$ cat config.mk
export PLATFORM = sky130hd
export DESIGN_NAME = vga_timing_gen
export DESIGN_NICKNAME = d
export VERILOG_FILES = /design/src/rtl/vga_timing_pkg.sv /design/src/rtl/sync_delay_line.sv /design/src/rtl/vga_timing_gen.sv
export SDC_FILE = /design/constraint.sdc
export NUM_CORES = 1
export LEC_CHECK = 0
export CAP_MARGIN = 20
export CORE_UTILIZATION = 40
export CTS_CLUSTER_DIAMETER = 100
export DETAILED_ROUTE_END_ITERATION = 10
export MAX_ROUTING_LAYER = met4
export PLACE_DENSITY = 0.67
export SYNTH_ARGS = -nofsm -noshare
export SYNTH_HDL_FRONTEND = slang
export SYNTH_SLANG_ARGS = --single-unit
$ cat constraint.sdc
create_clock -name clk -period 5.7 [get_ports clk]
set_input_delay 0.855 -clock clk [delete_from_list [all_inputs] [get_ports clk]]
set_output_delay 0.855 -clock clk [all_outputs]
set_load 0.02 [all_outputs]
$ cat src/rtl/vga_timing_pkg.sv
// Mode constants for 800x600@72Hz on a 50 MHz pixel clock, shared by the
// raster generator and the object bank.
package vga_timing_pkg;

    localparam logic [10:0] H_VISIBLE    = 11'd800;
    localparam logic [10:0] H_FP         = 11'd56;
    localparam logic [10:0] H_SYNC       = 11'd120;
    localparam logic [10:0] H_BP         = 11'd64;
    localparam logic [10:0] H_TOTAL      = H_VISIBLE + H_FP + H_SYNC + H_BP;
    localparam logic [10:0] H_SYNC_START = H_VISIBLE + H_FP;

    localparam logic [9:0]  V_VISIBLE    = 10'd600;
    localparam logic [9:0]  V_FP         = 10'd37;
    localparam logic [9:0]  V_SYNC       = 10'd6;
    localparam logic [9:0]  V_BP         = 10'd23;
    localparam logic [9:0]  V_TOTAL      = V_VISIBLE + V_FP + V_SYNC + V_BP;
    localparam logic [9:0]  V_SYNC_START = V_VISIBLE + V_FP;

    localparam int RGB_W = 6;

    typedef logic [RGB_W-1:0] rgb_t;

    typedef struct packed {
        logic active;
        logic hs;
        logic vs;
    } sync_bits_t;

endpackage

$ cat src/rtl/sync_delay_line.sv
// WIDTH x DEPTH register shift pipe; every stage resets to RST_VAL.
// DEPTH must be at least 1 (a zero-depth pipe is a plain wire at the caller).
module sync_delay_line #(
    parameter int               WIDTH   = 3,
    parameter int               DEPTH   = 1,
    parameter logic [WIDTH-1:0] RST_VAL = '0
) (
    input  logic             clk,
    input  logic             rst_n,
    input  logic [WIDTH-1:0] d_in,
    output logic [WIDTH-1:0] d_out
);

    logic [WIDTH-1:0] r_stage [DEPTH];

    always_ff @(posedge clk or negedge rst_n) begin
        if (!rst_n) begin
            for (int i = 0; i < DEPTH; i++) begin
                r_stage[i] <= RST_VAL;
            end
        end else begin
            r_stage[0] <= d_in;
            for (int i = 1; i < DEPTH; i++) begin
                r_stage[i] <= r_stage[i-1];
            end
        end
    end

    assign d_out = r_stage[DEPTH-1];

endmodule

$ cat src/rtl/vga_timing_gen.sv
// Raster counters, sync/blank generation and frame/line ticks for the VGA port.
// Sync and blank are delayed to line up with the object bank's pixel latency.
module vga_timing_gen
    import vga_timing_pkg::*;
#(
    parameter logic [10:0] H_VISIBLE     = vga_timing_pkg::H_VISIBLE,
    parameter logic [10:0] H_FP          = vga_timing_pkg::H_FP,
    parameter logic [10:0] H_SYNC        = vga_timing_pkg::H_SYNC,
    parameter logic [10:0] H_BP          = vga_timing_pkg::H_BP,
    parameter logic [9:0]  V_VISIBLE     = vga_timing_pkg::V_VISIBLE,
    parameter logic [9:0]  V_FP          = vga_timing_pkg::V_FP,
    parameter logic [9:0]  V_SYNC        = vga_timing_pkg::V_SYNC,
    parameter logic [9:0]  V_BP          = vga_timing_pkg::V_BP,
    parameter bit          HSYNC_POL     = 1'b1,
    parameter bit          VSYNC_POL     = 1'b1,
    parameter int          PIXEL_LATENCY = 1
) (
    input  logic                             clk,
    input  logic                             rst_n,
    input  logic [vga_timing_pkg::RGB_W-1:0] pixel_in,
    output logic [10:0]                      cntr_h,
    output logic [9:0]                       cntr_v,
    output logic                             frame_tick,
    output logic                             line_tick,
    output logic                             hsync,
    output logic                             vsync,
    output logic                             blank,
    output logic [vga_timing_pkg::RGB_W-1:0] rgb_out
);

    localparam logic [10:0] H_LAST     = H_VISIBLE + H_FP + H_SYNC + H_BP - 11'd1;
    localparam logic [10:0] H_SYNC_BEG = H_VISIBLE + H_FP;
    localparam logic [10:0] H_SYNC_END = H_VISIBLE + H_FP + H_SYNC;
    localparam logic [9:0]  V_LAST     = V_VISIBLE + V_FP + V_SYNC + V_BP - 10'd1;
    localparam logic [9:0]  V_SYNC_BEG = V_VISIBLE + V_FP;
    localparam logic [9:0]  V_SYNC_END = V_VISIBLE + V_FP + V_SYNC;

    logic [10:0] r_cntr_h;
    logic [9:0]  r_cntr_v;
    logic        r_hsync;
    logic        r_vsync;
    logic        r_blank;
    rgb_t        r_rgb;
    sync_bits_t  w_raw;
    sync_bits_t  w_dly;

    always_ff @(posedge clk or negedge rst_n) begin
        if (!rst_n) begin
            r_cntr_h <= '0;
            r_cntr_v <= '0;
        end else if (r_cntr_h == H_LAST) begin
            r_cntr_h <= '0;
            r_cntr_v <= (r_cntr_v == V_LAST) ? '0 : r_cntr_v + 10'd1;
        end else begin
            r_cntr_h <= r_cntr_h + 11'd1;
        end
    end

    assign w_raw.active = (r_cntr_h < H_VISIBLE) && (r_cntr_v < V_VISIBLE);
    assign w_raw.hs     = (r_cntr_h >= H_SYNC_BEG) && (r_cntr_h < H_SYNC_END);
    assign w_raw.vs     = (r_cntr_v >= V_SYNC_BEG) && (r_cntr_v < V_SYNC_END);

    // Raw decode is held back so it meets pixel_in for the same counter value.
    if (PIXEL_LATENCY > 0) begin : g_pipe
        sync_delay_line #(
            .WIDTH   (3),
            .DEPTH   (PIXEL_LATENCY),
            .RST_VAL (3'b000)
        ) u_sync_delay (
            .clk   (clk),
            .rst_n (rst_n),
            .d_in  (w_raw),
            .d_out (w_dly)
        );
    end else begin : g_no_pipe
        assign w_dly = w_raw;
    end

    always_ff @(posedge clk or negedge rst_n) begin
        if (!rst_n) begin
            r_hsync <= ~HSYNC_POL;
            r_vsync <= ~VSYNC_POL;
            r_blank <= 1'b1;
            r_rgb   <= '0;
        end else begin
            r_hsync <= w_dly.hs ? HSYNC_POL : ~HSYNC_POL;
            r_vsync <= w_dly.vs ? VSYNC_POL : ~VSYNC_POL;
            r_blank <= ~w_dly.active;
            r_rgb   <= w_dly.active ? pixel_in : '0;
        end
    end

    assign cntr_h     = r_cntr_h;
    assign cntr_v     = r_cntr_v;
    assign frame_tick = (r_cntr_h == H_VISIBLE) && (r_cntr_v == V_VISIBLE);
    assign line_tick  = (r_cntr_h == H_LAST);
    assign hsync      = r_hsync;
    assign vsync      = r_vsync;
    assign blank      = r_blank;
    assign rgb_out    = r_rgb;

endmodule

==> results of run 1 <==
## cell families (layout without fill, tap and decap cells)
family                   after synthesis  count (layout)  synth area share [%]
AND/OR/NAND/NOR                       62              62                 23.35
flip-flops                            33              33                 52.67
AO/OA/AOI/OAI                         22              22                 9.323
buffers and inverters                 15              59                 4.303
XOR/XNOR                              10              10                 5.577
adder cells (fa/ha/maj)                6               6                 4.781
## synth_stat cells (all sizes together), types with 3 or more instances
cell   count
a32o       3
xnor2      5
nor3       6
nand4      3
dfrtp     32
nand3     11
a21oi      3
o21ai      8
nor2       8
ha         6
xor2       5
nor4       5
and2       9
nand2      5
inv       11
and3       3
## routing by layer
metal | part of all wire [%] | wire length, um
met1 | 47 | 1570
met2 | 47 | 1546
met3 | 4.2 | 140
met4 | 1.6 | 52
met5 | 0 | 0
## cell type report
cell class | count | area, sq um
clock inverters | 2 | 37.54
inverters | 11 | 41.29
repair buffers | 40 | 397.9
well taps | 48 | 60.06
multi-input cells | 100 | 675.6
fillers | 323 | 1594
clock buffers | 6 | 82.58
flip-flops and latches | 33 | 827.0
## where the power goes
group / internal, mW / total [mW] / switching (mW)
sequential: 0.236 / 0.237 / 0.000519
combinational: 0.00925 / 0.0180 / 0.00878
clock: 0.142 / 0.228 / 0.0856
## state kept, by name (all words and copies together), names as in the netlist
signal                     cells
blank                          1
cntr_h                        11
cntr_v                        10
g_pipe.u_sync_delay.d_out      3
hsync                          1
rgb_out                        6
vsync                          1
## stage by stage
stage	std cells	worst slack, ps	power [mW]	util, %
after floorplan	148	3039	0.2456	-
after global placement	232	2588	0.2596	53.87
after detailed placement	232	2551	0.2597	53.87
after CTS	240	2236	0.4879	57.10
after global routing	240	2129	0.4992	57.10
final	240	2228	0.4825	57.10
## critical path, cell delays in order (launching register included)
cell and delay [ps]:
dfrtp_1 450, or3_4 410, or4_4 580, inv_2 230
clkdlybuf4s50_1 660
## final timing paths
kind                                                         from                     to  slack [ps]
max                                           cntr_h[7]$_DFF_PN0_              line_tick        2230
min reg2reg                g_pipe.u_sync_delay.d_out[1]$_DFF_PN0_        hsync$_DFF_PN0_         350
min in group asynchronous                                   rst_n        hsync$_DFF_PN0_         970
max in group asynchronous                                   rst_n        blank$_DFF_PN1_        4400
min                        g_pipe.u_sync_delay.d_out[1]$_DFF_PN0_        hsync$_DFF_PN0_         350
max reg2reg                                   cntr_h[7]$_DFF_PN0_  cntr_v[7]$_DFFE_PN0P_        3560
## layout by cell type (no fill, tap or decap), types with 2 or more instances in the layout
cell	instances
nor3_2	2
a32o_1	3
a21oi_1	3
nor3_1	4
nor2b_1	2
clkbuf_8	6
and3_1	3
inv_1	10
nand2_1	5
clkdlybuf4s50_1	39
nand2b_1	2
xnor2_1	5
a31oi_1	2
ha_1	6
and2_1	8
xor2_1	5
nand3_1	11
o21ai_1	2
nor4_1	5
nor2_1	8
o21ai_0	6
dfrtp_1	32
nand4_1	3
==> results.sh, run 1 <==
export IMPL_netlist_top_cell_by_area="dfrtp_1"
export IMPL_holdPathStages=0
export IMPL_synth_distinct_cells=41
export IMPL_slew_violations=0
export IMPL_tritoncts="built"
export IMPL_min_period_over_period_pct=60.91
export IMPL_ant_nets=0
export IMPL_io_pins=40
export IMPL_cts_setup_buffers=0
export IMPL_grt_met3_usage_pct=4.577
export IMPL_crit_fanout=16
export IMPL_start_util_pct=42.26
export IMPL_synth_area_sq_um=1570
export IMPL_wl_um=3309
export IMPL_ys_seq_area_share_pct=52.67
export IMPL_grt_util_met1_pct=23.92
export IMPL_post_dp_cell_area_sq_um=2002
export IMPL_fin_skew_ps=7.137
export IMPL_grt_total_usage_pct=18.47
export IMPL_power_leakage_nw=0.8851
export IMPL_via_per_inst=5.288
export IMPL_grt_busiest_layer="met2"
export IMPL_max_freq_mhz=288.0
export IMPL_numCtsBuffers=5
export IMPL_core_area_sq_um=3716
export IMPL_htree_levels=2
export IMPL_critical_path_class="reg2out"
export IMPL_die_area_sq_um=4180
export IMPL_min_path_type="reg2reg"
export IMPL_cp_end_kind="output pin"
export IMPL_fp_dieW_um=64.66
export IMPL_synth_ff_type="dfrtp_1"
export IMPL_numPortBuffers=39
export IMPL_clockBufferDepth=2
export IMPL_worst_pin_slew_ps=463.9
export IMPL_antenna_found_initial=0
export IMPL_synth_area_top_cells="dfrtp_1, ha_1, nand3_1"
export IMPL_drt_iter0_drc=26
export IMPL_p_per_area_nw_per_um2=227.4
export IMPL_postLayoutCellArea_sq_um=2122
export IMPL_grt_max_degree=34
export IMPL_grt_pass1_wl_um=5609
export IMPL_cap_violations=0
export IMPL_syn_to_final_growth_pct=35.14
export IMPL_yosysWarningCount=0
export IMPL_slew_headroom_pct=68.64
export IMPL_irDropWorstVdd_mv=0.1178
export IMPL_gp_routability_congestion=0.8762
export IMPL_ctsHoldBuffers=0
export IMPL_synth_seq_cells=33
export IMPL_syn_inst=148
export IMPL_cts_sinks=33
export IMPL_grt_pass1_vias=1166
export IMPL_hold_viol_final=0
export IMPL_worstSetupStartpointType="flop"
export IMPL_wl_per_cell_um=13.79
export IMPL_fp_dieH_um=64.66
export IMPL_num_vias=1269
export IMPL_arrival_ps=2620
export IMPL_drc=0
export IMPL_cp_required_ps=4850
export IMPL_setup_viol=0
export IMPL_setup_tns_final_ps=0
export IMPL_reg2reg_depth=5
export IMPL_overflow=0
export IMPL_synth_edff_count=0
export IMPL_dp_hpwl_um=2391
export IMPL_num_rows=22
export IMPL_cts_repair_resized=0
export IMPL_num_antenna_cells=0
export IMPL_clk_pin_slew_ps=70
export IMPL_root_buffer="clkbuf_8"
export IMPL_firstDrtPassIters=4
export IMPL_hold_ws_ps=351.9
export IMPL_fin_nets=205
export IMPL_synthArstFlopShare_pct=100.0
export IMPL_postSynthAreaPerCell_sq_um=10.61
export IMPL_grt_util_met2_pct=27.50
export IMPL_rsz0062_at_grt="false"
export IMPL_syn_num_nets=162
export IMPL_final_min_clock_period_ps=3472
export IMPL_status="complete, no violations"
export IMPL_insertion_delay_ps=280
export IMPL_drive_gt1_share_pct=8.333
export IMPL_yosysTopAreaCellShare_pct=51.00
Note: power is estimated with default switching activity, not from simulation.
==> inputs of run 2 (changes only) <==
--- a/config.mk
+++ b/config.mk
@@ -10,7 +10,7 @@
 export CTS_CLUSTER_DIAMETER = 100
 export DETAILED_ROUTE_END_ITERATION = 10
 export MAX_ROUTING_LAYER = met4
-export PLACE_DENSITY = 0.67
+export PLACE_DENSITY = 0.7
 export SYNTH_ARGS = -nofsm -noshare
 export SYNTH_HDL_FRONTEND = slang
 export SYNTH_SLANG_ARGS = --single-unit
==> constraint.sdc (replaced) <==
create_clock -name clk -period 2.9 [get_ports clk]
set_input_delay 0.435 -clock clk [delete_from_list [all_inputs] [get_ports clk]]
set_output_delay 0.435 -clock clk [all_outputs]
set_load 0.02 [all_outputs]
==> results.sh, run 2 (synthesized netlist as in run 1, its figures left out) <==
export IMPL_worst_slack_ps=239.3
export IMPL_power_leakage_nw=0.9176
export IMPL_max_freq_mhz=375.8
export IMPL_critical_path_class="reg2out"
export IMPL_final_min_clock_period_ps=2661
export IMPL_root_buffer="clkbuf_8"
export IMPL_layout_cells_most_common_list="clkdlybuf4s50_1, dfrtp_1, nand3_1, inv_1"
export IMPL_wl_per_cell_um=14.14
export IMPL_min_period_over_period_pct=91.75
export IMPL_antenna_found_initial=0
export IMPL_ctsHoldBuffers=0
export IMPL_status="complete, no violations"
export IMPL_num_vias=1317
export IMPL_clockBufferDepth=2
export IMPL_wl_um=3423
export IMPL_num_rows=22
export IMPL_route_top_layer_used="met4"
export IMPL_syn_to_final_growth_pct=36.41
export IMPL_numPortBuffers=39
export IMPL_final_common_cell="clkdlybuf4s50_1"
export IMPL_overflow=0
export IMPL_num_antenna_cells=0
export IMPL_slowest_stage="clkdlybuf4s50_1"
export IMPL_p_per_area_nw_per_um2=438.2
export IMPL_drc=0
export IMPL_dr_wl_met3_um=173
export IMPL_cts_sinks=33
export IMPL_clk_pin_slew_ps=60
export IMPL_r2r_slack_ps=710
export IMPL_place_ws_ps=353.4
export IMPL_hold_viol_final=0
export IMPL_min_path_type="reg2reg"
export IMPL_arrival_ps=2230
export IMPL_htree_levels=2
export IMPL_cp_cell_sequence="nor4b_2, nand2_1, nor4_1, and3_1, clkdlybuf4s50_1"
export IMPL_largest_register_ffs=11
export IMPL_routed_wl_met2_um=1690
export IMPL_slew_headroom_pct=79.22
export IMPL_numCtsBuffers=5
export IMPL_die_area_sq_um=4180
export IMPL_fp_dieH_um=64.66
export IMPL_rsz0062_at_grt="false"
export IMPL_ant_nets=0
export IMPL_fp_dieW_um=64.66
export IMPL_tritoncts="built"
export IMPL_hold_ws_ps=350.2
export IMPL_slew_violations=0
export IMPL_worst_pin_slew_ps=308.8
export IMPL_cp_slowest_stage_delay_ps=600
export IMPL_gp_routability_congestion=0.9593
export IMPL_drive_gt1_share_pct=9.278
export IMPL_setup_tns_final_ps=0
export IMPL_setup_viol=0
export IMPL_worstSetupStartpointType="flop"
export IMPL_cap_violations=0
export IMPL_core_area_sq_um=3716
export IMPL_grt_pass1_vias=1250
export IMPL_insertion_delay_ps=280
export IMPL_grt_total_usage_pct=18.30
export IMPL_drt_met1_wl_um=1457
export IMPL_total_power_mw=0.9386
export IMPL_cp_end_kind="output pin"
export IMPL_io_pins=40
export IMPL_final_core_util_pct=57.64
export IMPL_cp_required_ps=2470
export IMPL_grt_max_degree=18
export IMPL_fin_skew_ps=4.696
export IMPL_grt_pass1_wl_um=5561
export IMPL_crit_fanout=9
export IMPL_fin_nets=207
export IMPL_drt_iter0_drc=46
export IMPL_dp_hpwl_um=2501
export IMPL_irDropWorstVdd_mv=0.2468
export IMPL_via_per_inst=5.442
export IMPL_start_util_pct=42.26
export IMPL_firstDrtPassIters=4
==> run 2: cell count changes in the layout (fill, tap and decap cells not counted), sizes merged <==
cell           before  now
dlymetal6s2s        0    1
clkinvlp            1    0
clkdlybuf4s50      39   38
buf                 1    3
clkbuf              6    7
==> run 2: worst paths after layout <==
path | end | cells past startpoint | from
worst max-delay path | frame_tick | 5 | cntr_v[5]$_DFFE_PN0P_
worst min-delay path | vsync$_DFF_PN0_ | 0 | g_pipe.u_sync_delay.d_out[0]$_DFF_PN0_
worst max register to register | cntr_v[4]$_DFFE_PN0P_ | 6 | cntr_h[7]$_DFF_PN0_
worst min register to register | vsync$_DFF_PN0_ | 0 | g_pipe.u_sync_delay.d_out[0]$_DFF_PN0_
max in group asynchronous | blank$_DFF_PN1_ | 2 | rst_n
min in group asynchronous | rgb_out[2]$_DFF_PN0_ | 2 | rst_n
==> run 2: critical path: cells and delay by family, from the launching register on <==
| family | cells | cell delay (ps) |
|---|---|---|
| flip-flops | 1 | 470 |
| AND/OR/NAND/NOR | 4 | 870 |
| buffers and inverters | 1 | 600 |
==> run 2: layout make-up <==
type	instances	area, sq um
flip-flops and latches	33	827.0
inverters	11	41.29
clock buffers	7	86.33
repair buffers	42	415.4
fillers	335	1574
clock inverters	1	30.03
multi-input cells	100	681.9
well taps	48	60.06
==> run 2: per-layer routing <==
metal  global-route usage, %  vias to the layer above
met5                       -                        -
met4                   9.167                        0
met3                   5.810                        9
met2                   30.39                       46
met1                   19.64                      648
li1                        -                      614
==> run 2: timing repair <==
action | in CTS | in global routing
setup endpoints to repair | 0 | 2
setup buffers | 0 | 0
gates resized for setup | 0 | 2
==> run 2: power by group <==
| part | switching, mW | internal [mW] | total, mW |
|---|---|---|---|
| sequential | 0.00115 | 0.465 | 0.466 |
| combinational | 0.0177 | 0.0191 | 0.0368 |
| clock | 0.156 | 0.280 | 0.436 |
| total | 0.175 | 0.764 | 0.939 |
==> run 2: through the flow <==
stage | area [sq um] | instances
floorplan | 1570 | 148
global placement | 2017 | 234
detailed placement | 2017 | 234
CTS | 2133 | 242
global route | 2142 | 242
finish | 2142 | 242
==> inputs of run 3 (changes only) <==
--- a/config.mk
+++ b/config.mk
@@ -5,7 +5,6 @@
 export SDC_FILE = /design/constraint.sdc
 export NUM_CORES = 1
 export LEC_CHECK = 0
-export CAP_MARGIN = 20
 export CORE_UTILIZATION = 40
 export CTS_CLUSTER_DIAMETER = 100
 export DETAILED_ROUTE_END_ITERATION = 10
==> results of run 3 <==
Final layout, timing and power as in run 2 (identical DEF).
